`src/rtl/mips_fetch_queue.sv`:
```
// rtl/mips_fetch_queue.sv - MIPS fetch stage: imem request/response handshake feeding an in-order prefetch queue
// Optional FETCH_BYPASS_EN forwards an arriving response straight to decode while the queue is empty.
module mips_fetch_queue #(
  parameter int              XLEN     = 32,
  parameter int              DEPTH    = 4,
  parameter logic [XLEN-1:0] RESET_PC = '0
) (
  input  logic            clk,
  input  logic            reset,
  output logic            imem_req,
  output logic [XLEN-1:0] imem_addr,
  input  logic            imem_ready,
  input  logic            imem_rvalid,
  input  logic [31:0]     imem_rdata,
  output logic            instr_valid,
  output logic [31:0]     instr,
  output logic [XLEN-1:0] pcplus4,
  input  logic            instr_ready,
  input  logic            redirect,
  input  logic [XLEN-1:0] redirect_pc
);

  localparam int PW = (DEPTH > 1) ? $clog2(DEPTH) : 1;
  localparam int CW = $clog2(DEPTH + 1);
  // Stale responses can pile up over several back-to-back redirects, so drop is kept wide.
  localparam int DW = 16;
  localparam logic [CW:0] DEPTH_W = (CW+1)'(DEPTH);

  logic [XLEN-1:0] fpc_q, fpc_d;
  logic [CW-1:0]   outst_q, outst_d;
  logic [CW-1:0]   count_q, count_d;
  logic [DW-1:0]   drop_q, drop_d;
  logic [PW-1:0]   wr_ptr_q, wr_ptr_d;
  logic [PW-1:0]   rd_ptr_q, rd_ptr_d;
  logic [PW-1:0]   tag_wr_q, tag_wr_d;
  logic [PW-1:0]   tag_rd_q, tag_rd_d;

  logic [31:0]     q_instr_q [DEPTH];
  logic [XLEN-1:0] q_pc4_q   [DEPTH];
  logic [XLEN-1:0] tag_q     [DEPTH];

  logic accept;
  logic rsp_own;
  logic stale;
  logic keep;
  logic byp;
  logic head_valid;
  logic pop;
  logic pop_head;
  logic push;
  logic unused_pc_lsbs;

  assign unused_pc_lsbs = ^redirect_pc[1:0];

  assign imem_req  = !reset && !redirect &&
                     (({1'b0, outst_q} + {1'b0, count_q}) < DEPTH_W);
  assign imem_addr = fpc_q;
  assign accept    = imem_req && imem_ready;

  // A response with drop==0 belongs to the oldest live tag; otherwise it is stale.
  assign rsp_own = imem_rvalid && (drop_q == '0);
  assign stale   = imem_rvalid && (drop_q != '0);
  assign keep    = rsp_own && !redirect;

`ifdef FETCH_BYPASS_EN
  assign byp = keep && (count_q == '0);
`else
  assign byp = 1'b0;
`endif

  assign head_valid  = (count_q != '0);
  assign instr_valid = head_valid || byp;
  assign pop         = instr_valid && instr_ready && !redirect;
  assign pop_head    = pop && head_valid;
  assign push        = keep && !(byp && pop);

  always_comb begin
    instr   = '0;
    pcplus4 = '0;
    if (head_valid) begin
      instr   = q_instr_q[rd_ptr_q];
      pcplus4 = q_pc4_q[rd_ptr_q];
    end else if (byp) begin
      instr   = imem_rdata;
      pcplus4 = tag_q[tag_rd_q];
    end
  end

  always_comb begin
    fpc_d    = fpc_q;
    outst_d  = outst_q;
    count_d  = count_q;
    drop_d   = drop_q;
    wr_ptr_d = wr_ptr_q;
    rd_ptr_d = rd_ptr_q;
    tag_wr_d = tag_wr_q;
    tag_rd_d = tag_rd_q;
    if (redirect) begin
      // Everything still in flight becomes stale; a response arriving now is discarded too.
      fpc_d    = {redirect_pc[XLEN-1:2], 2'b00};
      drop_d   = drop_q + DW'(outst_q) - DW'(imem_rvalid);
      outst_d  = '0;
      count_d  = '0;
      wr_ptr_d = '0;
      rd_ptr_d = '0;
      tag_wr_d = '0;
      tag_rd_d = '0;
    end else begin
      if (accept) begin
        fpc_d    = fpc_q + XLEN'(4);
        tag_wr_d = tag_wr_q + PW'(1);
      end
      if (stale) begin
        drop_d = drop_q - DW'(1);
      end
      if (rsp_own) begin
        tag_rd_d = tag_rd_q + PW'(1);
      end
      outst_d = outst_q + CW'(accept) - CW'(rsp_own);
      count_d = count_q + CW'(push) - CW'(pop_head);
      if (push) begin
        wr_ptr_d = wr_ptr_q + PW'(1);
      end
      if (pop_head) begin
        rd_ptr_d = rd_ptr_q + PW'(1);
      end
    end
  end

  always_ff @(posedge clk or posedge reset) begin
    if (reset) begin
      fpc_q    <= RESET_PC;
      outst_q  <= '0;
      count_q  <= '0;
      drop_q   <= '0;
      wr_ptr_q <= '0;
      rd_ptr_q <= '0;
      tag_wr_q <= '0;
      tag_rd_q <= '0;
    end else begin
      fpc_q    <= fpc_d;
      outst_q  <= outst_d;
      count_q  <= count_d;
      drop_q   <= drop_d;
      wr_ptr_q <= wr_ptr_d;
      rd_ptr_q <= rd_ptr_d;
      tag_wr_q <= tag_wr_d;
      tag_rd_q <= tag_rd_d;
    end
  end

  // Storage needs no reset: contents are only visible behind count/outstanding.
  always_ff @(posedge clk) begin
    if (accept) begin
      tag_q[tag_wr_q] <= fpc_q + XLEN'(4);
    end
    if (push) begin
      q_instr_q[wr_ptr_q] <= imem_rdata;
      q_pc4_q[wr_ptr_q]   <= tag_q[tag_rd_q];
    end
  end

endmodule

```
`config.mk`:
```
export PLATFORM = sky130hd
export DESIGN_NAME = mips_fetch_queue
export DESIGN_NICKNAME = d
export VERILOG_FILES = /design/src/rtl/mips_fetch_queue.sv
export SDC_FILE = /design/constraint.sdc
export NUM_CORES = 1
export LEC_CHECK = 0
export CELL_PAD_IN_SITES_DETAIL_PLACEMENT = 1
export CELL_PAD_IN_SITES_GLOBAL_PLACEMENT = 2
export CORE_MARGIN = 5
export CORE_UTILIZATION = 40
export DETAILED_ROUTE_END_ITERATION = 12
export PLACE_DENSITY = 0.72
export SLEW_MARGIN = 20
export SYNTH_ARGS = -nofsm -noshare
export SYNTH_HDL_FRONTEND = slang
export SYNTH_SLANG_ARGS = --single-unit
```
`constraint.sdc`:
```
create_clock -name clk -period 5.3 [get_ports clk]
set_input_delay 0.53 -clock clk [delete_from_list [all_inputs] [get_ports clk]]
set_output_delay 0.53 -clock clk [all_outputs]
set_load 0.005 [all_outputs]
```
==> impl_metrics.json, run 1 <==
{
  "status": "completed",
  "routabilityCongestion": 0.804,
  "layout_commonest_cell": "edfxtp_1",
  "clk_latency_ns": 0.58,
  "ioPinCount": 168,
  "path_clk_slew_ns": 0.06,
  "worst_slack_ns": 1.67,
  "grt_pass1_vias": 11293,
  "hold_path.class": "input pin to flop",
  "drc": 0,
  "hold_buffers": 0,
  "cts_setup_buffers": 0,
  "cts_max_path_buffers": 3,
  "synthCells": 1125,
  "end_kind": "primary output",
  "irDropWorstVdd_mv": 0.247,
  "start_util_pct": 40.1,
  "rsz0062_at_grt": "no",
  "core-area_um2": 46300,
  "dr.pass1.iters": 4,
  "final_layout_size_suffix_gt1_share_pct": 15.2,
  "cts.sinks": 428,
  "ys_warn_count": 0,
  "grt-ovfl-total": 0,
  "internal_power_mw": 7.24,
  "maxSlewHeadroom_pct": 38.9,
  "fin_crit_sh_pct": 68.6,
  "critPathLaunchType": "flop",
  "nNetsFinal": 1429,
  "cts_tree": "yes",
  "dp_slack_ns": 1.43,
  "cts-buffers-inserted": 47,
  "detail-route-antenna-nets": 0,
  "r2r_setup_slack_ns": 1.77,
  "synth_area_leaders": "edfxtp_1, mux4_2, dfrtp_1",
  "route.vias.total": 10309,
  "hold_viol_final": 0,
  "worst-path-buf-inv": 2,
  "synth.distinct_cells": 61,
  "p_clk_share_pct": 32.5,
  "finalSetupViolations": 0,
  "crit_type": "flop to primary output",
  "period_needed_ns": 3.63,
  "insertedDiodeCount": 0,
  "die_h_um": 225,
  "path_cells": "buf_12 -> mux4_2 -> and2_1 -> clkdlybuf4s50_1",
  "postCtsResizedCells": 0,
  "htreeDepth": 2,
  "final_max_slew_viol_count": 0,
  "p_leak_nw": 7.65,
  "drt_wl_total_mm": 45.0,
  "reg2regPathDepth": 13,
  "synthToLayoutAreaGrowth_pct": 21.0,
  "maxCapViolations": 0,
  "ys_seq_area_share_pct": 67.6,
  "synth_area_leader_cell": "edfxtp_1",
  "hpwl_mm": 28.7,
  "cts-root-buf": "clkbuf_16",
  "drt_iter0_drc": 586,
  "p_seq_share_pct": 39.8,
  "cpMaxStageDelayCell": "dfrtp_4",
  "hold_depth": 3,
  "most-common-layout-cells": "edfxtp_1, clkdlybuf4s50_1, mux4_2, and2_1, nand2_1",
  "portBuffers": 161,
  "postSynthAreaPerCell_um2": 16.5,
  "power_mw": 10.2,
  "ys_ff_latch": 428,
  "crit_arrival_ns": 3.10,
  "antenna_found_initial": 0,
  "synthFlopType": "edfxtp_1",
  "synth_top_area_share_pct": 59.5,
  "rows": 79,
  "setup_tns_ns": 0,
  "synth-async-reset-ratio_pct": 14.0,
  "required_ns": 4.77,
  "slowest_delay_ns": 1.01,
  "powerDensity_nw_per_um2": 454,
  "routed_via_density": 5.29,
  "worst_slew_pin_slew_ns": 0.909,
  "comb_power_share_pct": 27.7,
  "dp.cells": 1862,
  "path_delay_family": "flip-flops",
  "finalNonFillerCells": 1949,
  "cp_max_fo": 39,
  "die_area_um2": 50800,
  "die_w_um": 225,
  "synth_edf_count": 368,
  "clock_skew_ns": 0.0197,
  "p_switching_mw": 2.97,
  "max_freq_ghz": 0.275,
  "path_depth": 4,
  "syn_area_um2": 18600,
  "wl_per_cell_um": 23.1,
  "switching_share_pct": 29.1,
  "grt_pass1_wl_mm": 69.0,
  "grt_max_degree": 52,
  "grt_util_all_layers_pct": 17.7
}
[worst paths after layout]
kind	start	to
min in group asynchronous	reset	drop_q[0]
max in group asynchronous	reset	imem_addr[25]
worst min-delay path	redirect_pc[14]	imem_addr[14]
worst max register to register	outst_q[2]	outst_q[2]
worst min register to register	tag_wr_q[0]	tag_wr_q[0]
worst max-delay path	rd_ptr_q[0]	instr[12]
[synthesized netlist by cell type, types with 18 or more instances]
| cell type | count |
|---|---|
| a21oi_1 | 18 |
| and2_1 | 63 |
| clkbuf_1 | 27 |
| dfrtp_1 | 60 |
| edfxtp_1 | 368 |
| ha_1 | 52 |
| inv_1 | 50 |
| mux4_2 | 92 |
| nand2_1 | 59 |
| nand3_1 | 25 |
| nor2_1 | 44 |
| o21ai_0 | 24 |
| xnor2_1 | 45 |
[kinds of logic (layout without fill, tap and decap cells)]
| logic type | after synthesis | in the layout | synth area share [%] |
|---|---|---|---|
| DFF | 428 | 428 | 67.6 |
| and+or+nand+nor | 264 | 264 | 7.47 |
| AOI/OAI and AO/OA | 116 | 116 | 4.50 |
| buffers and inverters | 105 | 319 | 2.31 |
| muxes | 97 | 97 | 11.4 |
| xor gates and xnor gates | 59 | 59 | 2.78 |
| adders and majority gates | 55 | 55 | 3.83 |
| other | 1 | 4 | 0.0202 |
[worst min-delay path, delay by kind of cell]
kind / cells / cell delay [ns]
and+or+nand+nor: 2 / 0.14
buffers and inverters: 1 / 0.40
[per-layer routing]
metal | part of all wire (%) | vias up | GRT usage (%) | wire, um
met5 | 0 | - | 0 | 0
met4 | 2.1 | 0 | 4.67 | 924
met3 | 4.4 | 58 | 3.07 | 1980
met2 | 48 | 233 | 29.5 | 21800
met1 | 45 | 5315 | 24.4 | 20300
li1 | - | 4703 | - | -
[power by group through the flow]
stage               sequential [mW]  clock (mW)  combinational (mW)
global route                   4.09        3.57                3.11
finish                         4.06        3.32                2.83
CTS                            4.07        3.43                2.89
global placement               4.13           0                2.83
floorplan                      4.01           0                1.79
detailed placement             4.14           0                2.87
[through the flow]
stage / hold slack (ns) / area [um2] / utilization, %
after global routing: 0.543 / 22500 / 48.6
final: 0.537 / 22500 / 48.6
after detailed placement: 0.571 / 20900 / 45.1
after global placement: 0.557 / 20900 / 45.1
after CTS: 0.500 / 22500 / 48.6
after floorplan: 0.513 / 18600 / -
[flip-flops by register name, indices dropped and copies added, names as in the netlist]
| name | flops |
|---|---|
| q_instr_q | 128 |
| wr_ptr_q | 2 |
| imem_addr | 30 |
| count_q | 3 |
| tag_rd_q | 2 |
| tag_q | 120 |
| tag_wr_q | 2 |
| rd_ptr_q | 2 |
| q_pc4_q | 120 |
| outst_q | 3 |
| drop_q | 16 |
[layout make-up]
type                            instances  area [um2]
Fill cell                            4460       23800
Sequential cell                       428       12600
Multi-Input combinational cell        595        5600
Timing Repair Buffer                  179        1750
Clock buffer                           52        1190
Tap cell                              607         759
Clock inverter                         35         388
Inverter                               53         201
(Power assumes the default switching activity.)
==> inputs of run 2 (changes only) <==
==> constraint.sdc (replaced) <==
create_clock -name clk -period 3.4 [get_ports clk]
set_input_delay 0.34 -clock clk [delete_from_list [all_inputs] [get_ports clk]]
set_output_delay 0.34 -clock clk [all_outputs]
set_load 0.005 [all_outputs]
==> run 2 against run 1 <==
Via count grew 0.68%. Sequential power increased by 54%. Highest routed layer unchanged. Largest cell class unchanged. Non-clock buffer count is 15 higher. Combinational power up 61%.
==> impl_metrics.json, run 2 (synthesis results as in run 1) <==
{
  "cts_setup_buffers": 0,
  "reg_top3": "q_instr_q: 128 flops, q_pc4_q: 120 flops, tag_q: 120 flops",
  "routed_via_density": 5.30,
  "detail-route-antenna-nets": 0,
  "required_ns": 3.06,
  "grt_pass1_wl_mm": 68.3,
  "routabilityCongestion": 0.754,
  "period_needed_ns": 3.17,
  "hold_path.class": "input pin to asynchronous set/reset pin",
  "postCtsResizedCells": 0,
  "regMostFlops": "q_instr_q",
  "clock_skew_ns": 0.0193,
  "setup_tns_ns": 0,
  "r2r_setup_slack_ns": 0.26,
  "postPlaceCellArea_um2": 21100,
  "path_clk_slew_ns": 0.06,
  "rr_endpoint": "outst_q[2]",
  "crit_start": "outst_q[2]",
  "status": "completed",
  "cts_max_path_buffers": 3,
  "final_util_pct": 48.7,
  "grt-ovfl-total": 0,
  "die_w_um": 225,
  "end_kind": "primary output",
  "dp_slack_ns": 0.136,
  "clk_latency_ns": 0.58,
  "cts-root-buf": "clkbuf_16",
  "synthToLayoutAreaGrowth_pct": 21.4,
  "grt_util_all_layers_pct": 17.5,
  "portBuffers": 161,
  "wl_per_cell_um": 22.5,
  "most-common-layout-cells": "edfxtp_1, clkdlybuf4s50_1, mux4_2, and2_1, nand2_1",
  "rsz0062_at_grt": "no",
  "worst_slack_ns": 0.227,
  "antenna_found_initial": 0,
  "start_util_pct": 40.1,
  "fin_area_um2": 22500,
  "critPathLaunchType": "flop",
  "reg2regPathDepth": 13,
  "cp_max_fo": 5,
  "drt_wl_total_mm": 44.0,
  "p_leak_nw": 7.69,
  "grt_pass1_vias": 11300,
  "maxSlewHeadroom_pct": 27.8,
  "crit_path_end": "imem_req",
  "nNetsFinal": 1443,
  "dr.pass1.iters": 5,
  "largest_reg_flops": 128,
  "max_freq_ghz": 0.315,
  "final_layout_size_suffix_gt1_share_pct": 15.4,
  "cts.sinks": 428,
  "fin_crit_sh_pct": 93.3,
  "maxCapViolations": 0,
  "path_cells": "ha_1 -> or4_4 -> a311oi_4 -> buf_4 -> clkdlybuf4s50_1",
  "die_h_um": 225,
  "layout_commonest_cell": "edfxtp_1",
  "irDropWorstVdd_mv": 0.334,
  "cts-buffers-inserted": 46,
  "fill_cells": 4482,
  "htreeDepth": 2,
  "hpwl_mm": 28.4,
  "worst_slew_pin_slew_ns": 1.08,
  "hold_buffers": 0,
  "ioPinCount": 168,
  "powerDensity_nw_per_um2": 686,
  "rows": 79,
  "finalSetupViolations": 0,
  "crit_type": "flop to primary output",
  "slowest_delay_ns": 0.56,
  "route.vias.total": 10379,
  "cts_tree": "yes",
  "cpMaxStageDelayCell": "clkdlybuf4s50_1",
  "crit_arrival_ns": 2.83,
  "drc": 0,
  "insertedDiodeCount": 0,
  "die_area_um2": 50800,
  "final_max_slew_viol_count": 0,
  "drt_iter0_drc": 732,
  "hold_viol_final": 0,
  "r2r_start": "outst_q[2]",
  "core-area_um2": 46300,
  "grt_max_degree": 65
}
## run 2: cell count changes in the layout (fill, tap and decap cells not counted), sizes merged
cell | before | now
bufinv | 7 | 1
clkbuf | 52 | 59
buf | 19 | 34
clkinvlp | 6 | 1
## run 2: per-stage QoR
stage               hold WS [ns]  instances  total power [mW]
CTS                        0.206       1960              15.7
detailed placement         0.573       1877              11.0
global placement           0.558       1877              11.0
global route               0.224       1960              16.4
finish                     0.188       1960              15.5
floorplan                  0.439       1128              9.04
## run 2: per-layer routing
metal | up-vias | share of wire [%] | track usage (%)
li1 | 4697 | - | -
met1 | 5397 | 45 | 24.5
met2 | 229 | 49 | 29.1
met3 | 56 | 4.9 | 3.22
met4 | 0 | 1.5 | 3.28
met5 | - | 0 | 0
## run 2: area by class of cell
cell class / count / area, um2 / area share [%]
repair buffers: 194 / 2020 / 8.96
well taps: 607 / 759 / 3.37
multi-input cells: 595 / 5600 / 24.9
clock inverters: 24 / 159 / 0.706
clock buffers: 59 / 1230 / 5.47
inverters: 53 / 199 / 0.883
flip-flops and latches: 428 / 12600 / 55.8
## run 2: power breakdown
group | internal [mW] | leakage (nW) | switching, mW | total (mW)
Clock | 2.64 | 0.685 | 1.99 | 4.63
Combinational | 2.30 | 2.95 | 2.25 | 4.56
Sequential | 5.99 | 4.05 | 0.272 | 6.27
Total | 10.9 | 7.69 | 4.52 | 15.5
## run 2: critical path: cells and delay by family, from the launching register on
family / cells / cell delay, ns
AO/OA/AOI/OAI: 1 / 0.28
adder cells (fa/ha/maj): 1 / 0.30
buffers and inverters: 2 / 0.74
flip-flops: 1 / 0.42
AND/OR/NAND/NOR: 1 / 0.53
## run 2: worst min-delay path by stage
stage	from	end	slack [ns]	cells past startpoint
global placement	tag_wr_q[0]	tag_wr_q[0]	0.56	1
CTS	reset	count_q[0]	0.21	2
detailed placement	tag_wr_q[0]	tag_wr_q[0]	0.57	1
global route	reset	count_q[0]	0.22	2
floorplan	imem_rdata[0]	q_instr_q[0][0]	0.44	0
finish	reset	count_q[0]	0.19	2
==> inputs of run 3 (changes only) <==
--- a/config.mk
+++ b/config.mk
@@ -8,9 +8,9 @@
 export CELL_PAD_IN_SITES_DETAIL_PLACEMENT = 1
 export CELL_PAD_IN_SITES_GLOBAL_PLACEMENT = 2
 export CORE_MARGIN = 5
-export CORE_UTILIZATION = 40
+export CORE_UTILIZATION = 43
 export DETAILED_ROUTE_END_ITERATION = 12
-export PLACE_DENSITY = 0.72
+export PLACE_DENSITY = 0.77
 export SLEW_MARGIN = 20
 export SYNTH_ARGS = -nofsm -noshare
 export SYNTH_HDL_FRONTEND = slang
==> run 3 against run 2 <==
Critical path type is now flop to flop. Die area is 6.7% lower. Non-clock buffer count is 7 higher. Utilization is 4.2 points higher. Largest power group unchanged.
==> impl_metrics.json, run 3 (synthesis results as in run 1) <==
{
  "status": "completed",
  "hold_viol_final": 0,
  "grt_util_all_layers_pct": 18.9,
  "detail-route-antenna-nets": 0,
  "cts.sinks": 428,
  "hold_buffers": 0,
  "grt_pass1_vias": 11277,
  "rsz0062_at_grt": "no",
  "p_clk_share_pct": 31.6,
  "required_ns": 3.82,
  "fin_area_um2": 22700,
  "cpMaxStageDelayCell": "or4_4",
  "critPathLaunchType": "flop",
  "crit_type": "flop to flop",
  "switching_share_pct": 28.7,
  "nNetsFinal": 1449,
  "path_cells": "ha_1 -> or4_4 -> a311oi_4 -> and2_1 -> inv_2 -> ha_1 -> inv_1 -> ha_1 -> inv_1 -> fa_1 -> xnor2_1 -> xnor2_1 -> nor2_1",
  "routabilityCongestion": 0.790,
  "rows": 76,
  "dp_slack_ns": 0.0687,
  "powerDensity_nw_per_um2": 699,
  "worst_slack_ns": 0.250,
  "final_layout_size_suffix_gt1_share_pct": 16.0,
  "max_freq_ghz": 0.317,
  "maxSlewHeadroom_pct": 34.3,
  "layout_commonest_cell": "edfxtp_1",
  "irDropWorstVdd_mv": 0.450,
  "postPlaceCellArea_um2": 21200,
  "hold_slack_ns": 0.355,
  "wirelength_met1_mm": 19.8,
  "start_util_pct": 43.3,
  "most-common-layout-cells": "edfxtp_1, clkdlybuf4s50_1, mux4_2, and2_1, nand2_1",
  "drt_iter0_drc": 731,
  "end_kind": "flop",
  "grt_max_degree": 65,
  "die_h_um": 218,
  "finalSetupViolations": 0,
  "htreeDepth": 2,
  "final_max_slew_viol_count": 0,
  "fill_cells": 4038,
  "maxCapViolations": 0,
  "met2_length_mm": 22.1,
  "drt_wl_total_mm": 44.6,
  "cts-buffers-inserted": 45,
  "final_util_pct": 52.8,
  "hpwl_mm": 29.2,
  "cp_common_cell": "ha_1",
  "regMostFlops": "q_instr_q",
  "p_leak_nw": 7.78,
  "multi_input_area_um2": 5600,
  "reg_top3": "q_instr_q: 128 flops, q_pc4_q: 120 flops, tag_q: 120 flops",
  "postCtsResizedCells": 0,
  "die_w_um": 218,
  "setup_tns_ns": 0,
  "cp_max_fo": 3,
  "grt-ovfl-total": 0,
  "ioPinCount": 168,
  "routed_via_density": 5.40,
  "cts_max_path_buffers": 3,
  "route.vias.total": 10501,
  "hold_path.class": "input pin to flop",
  "synthToLayoutAreaGrowth_pct": 22.1,
  "largest_reg_flops": 128,
  "core-area_um2": 42900,
  "portBuffers": 161,
  "dr.pass1.iters": 5,
  "wl_per_cell_um": 23.0,
  "comb_power_share_pct": 29.1,
  "insertedDiodeCount": 0,
  "top_layer": "met4",
  "cts_setup_buffers": 0,
  "cts-root-buf": "clkbuf_16",
  "internal_power_mw": 11.3,
  "period_needed_ns": 3.15,
  "path_clk_slew_ns": 0.06,
  "register_area_um2": 12600,
  "grt_pass1_wl_mm": 68.5,
  "drc": 0,
  "clk_latency_ns": 0.57,
  "antenna_found_initial": 0,
  "crit_arrival_ns": 3.57,
  "fin_crit_sh_pct": 92.6,
  "p_seq_share_pct": 39.4,
  "slowest_delay_ns": 0.53,
  "cts_tree": "yes",
  "die_area_um2": 47400,
  "clock_skew_ns": 0.0171,
  "wl_met3_mm": 1.76,
  "p_switching_mw": 4.54,
  "worst_slew_pin_slew_ns": 0.985
}
==> run 3: changes by cell type in the layout (fill, tap and decap cells not counted), sizes merged <==
cell	delta
clkinvlp	-1
bufinv	+5
buf	+7
clkinv	-5
clkbuf	-1
==> run 3: final timing paths <==
kind	from	endpoint	slack, ns	depth (start not counted)
worst max-delay path	outst_q[2]	outst_q[2]	0.25	13
worst min-delay path	redirect_pc[14]	imem_addr[14]	0.35	3
worst max register to register	outst_q[2]	outst_q[2]	0.25	13
worst min register to register	tag_wr_q[0]	tag_wr_q[0]	0.56	1
max in group asynchronous	reset	imem_addr[4]	2.38	3
min in group asynchronous	reset	drop_q[8]	0.38	2
==> run 3: per-stage QoR <==
step / total power [mW] / std cells
2_1_floorplan: 9.04 / 1128
3_3_place_gp: 10.9 / 1862
3_5_place_dp: 11.0 / 1862
4_1_cts: 16.1 / 1943
5_1_grt: 16.7 / 1943
6_report: 15.8 / 1943
==> run 3: layout make-up <==
class	instances	share of cell area, %
Inverter	53	0.878
Clock buffer	58	5.46
Timing Repair Buffer	201	9.13
Multi-Input combinational cell	595	24.7
Clock inverter	23	1.18
Sequential cell	428	55.4
Tap cell	585	3.23
==> run 3: metal layers <==
| metal | GRT usage, % | up-vias |
|---|---|---|
| li1 | - | 4722 |
| met1 | 25.9 | 5479 |
| met2 | 31.8 | 239 |
| met3 | 2.97 | 61 |
| met4 | 5.34 | 0 |
| met5 | 0 | - |
==> run 3: power by group through the flow <==
stage          Sequential [mW]  Clock (mW)  Combinational (mW)
6_report                  6.24        5.00                4.61
5_1_grt                   6.27        5.37                5.08
4_1_cts                   6.24        5.13                4.71
3_5_place_dp              6.34           0                4.68
3_3_place_gp              6.33           0                4.58
2_1_floorplan             6.25           0                2.79
==> run 3: critical path, delay by kind of cell (launching register included) <==
family	cells	cell delay [ns]
flip-flops	1	0.41
AO/OA/AOI/OAI	1	0.28
adder cells (fa/ha/maj)	4	1.07
buffers and inverters	3	0.15
AND/OR/NAND/NOR	3	0.80
XOR/XNOR	2	0.30
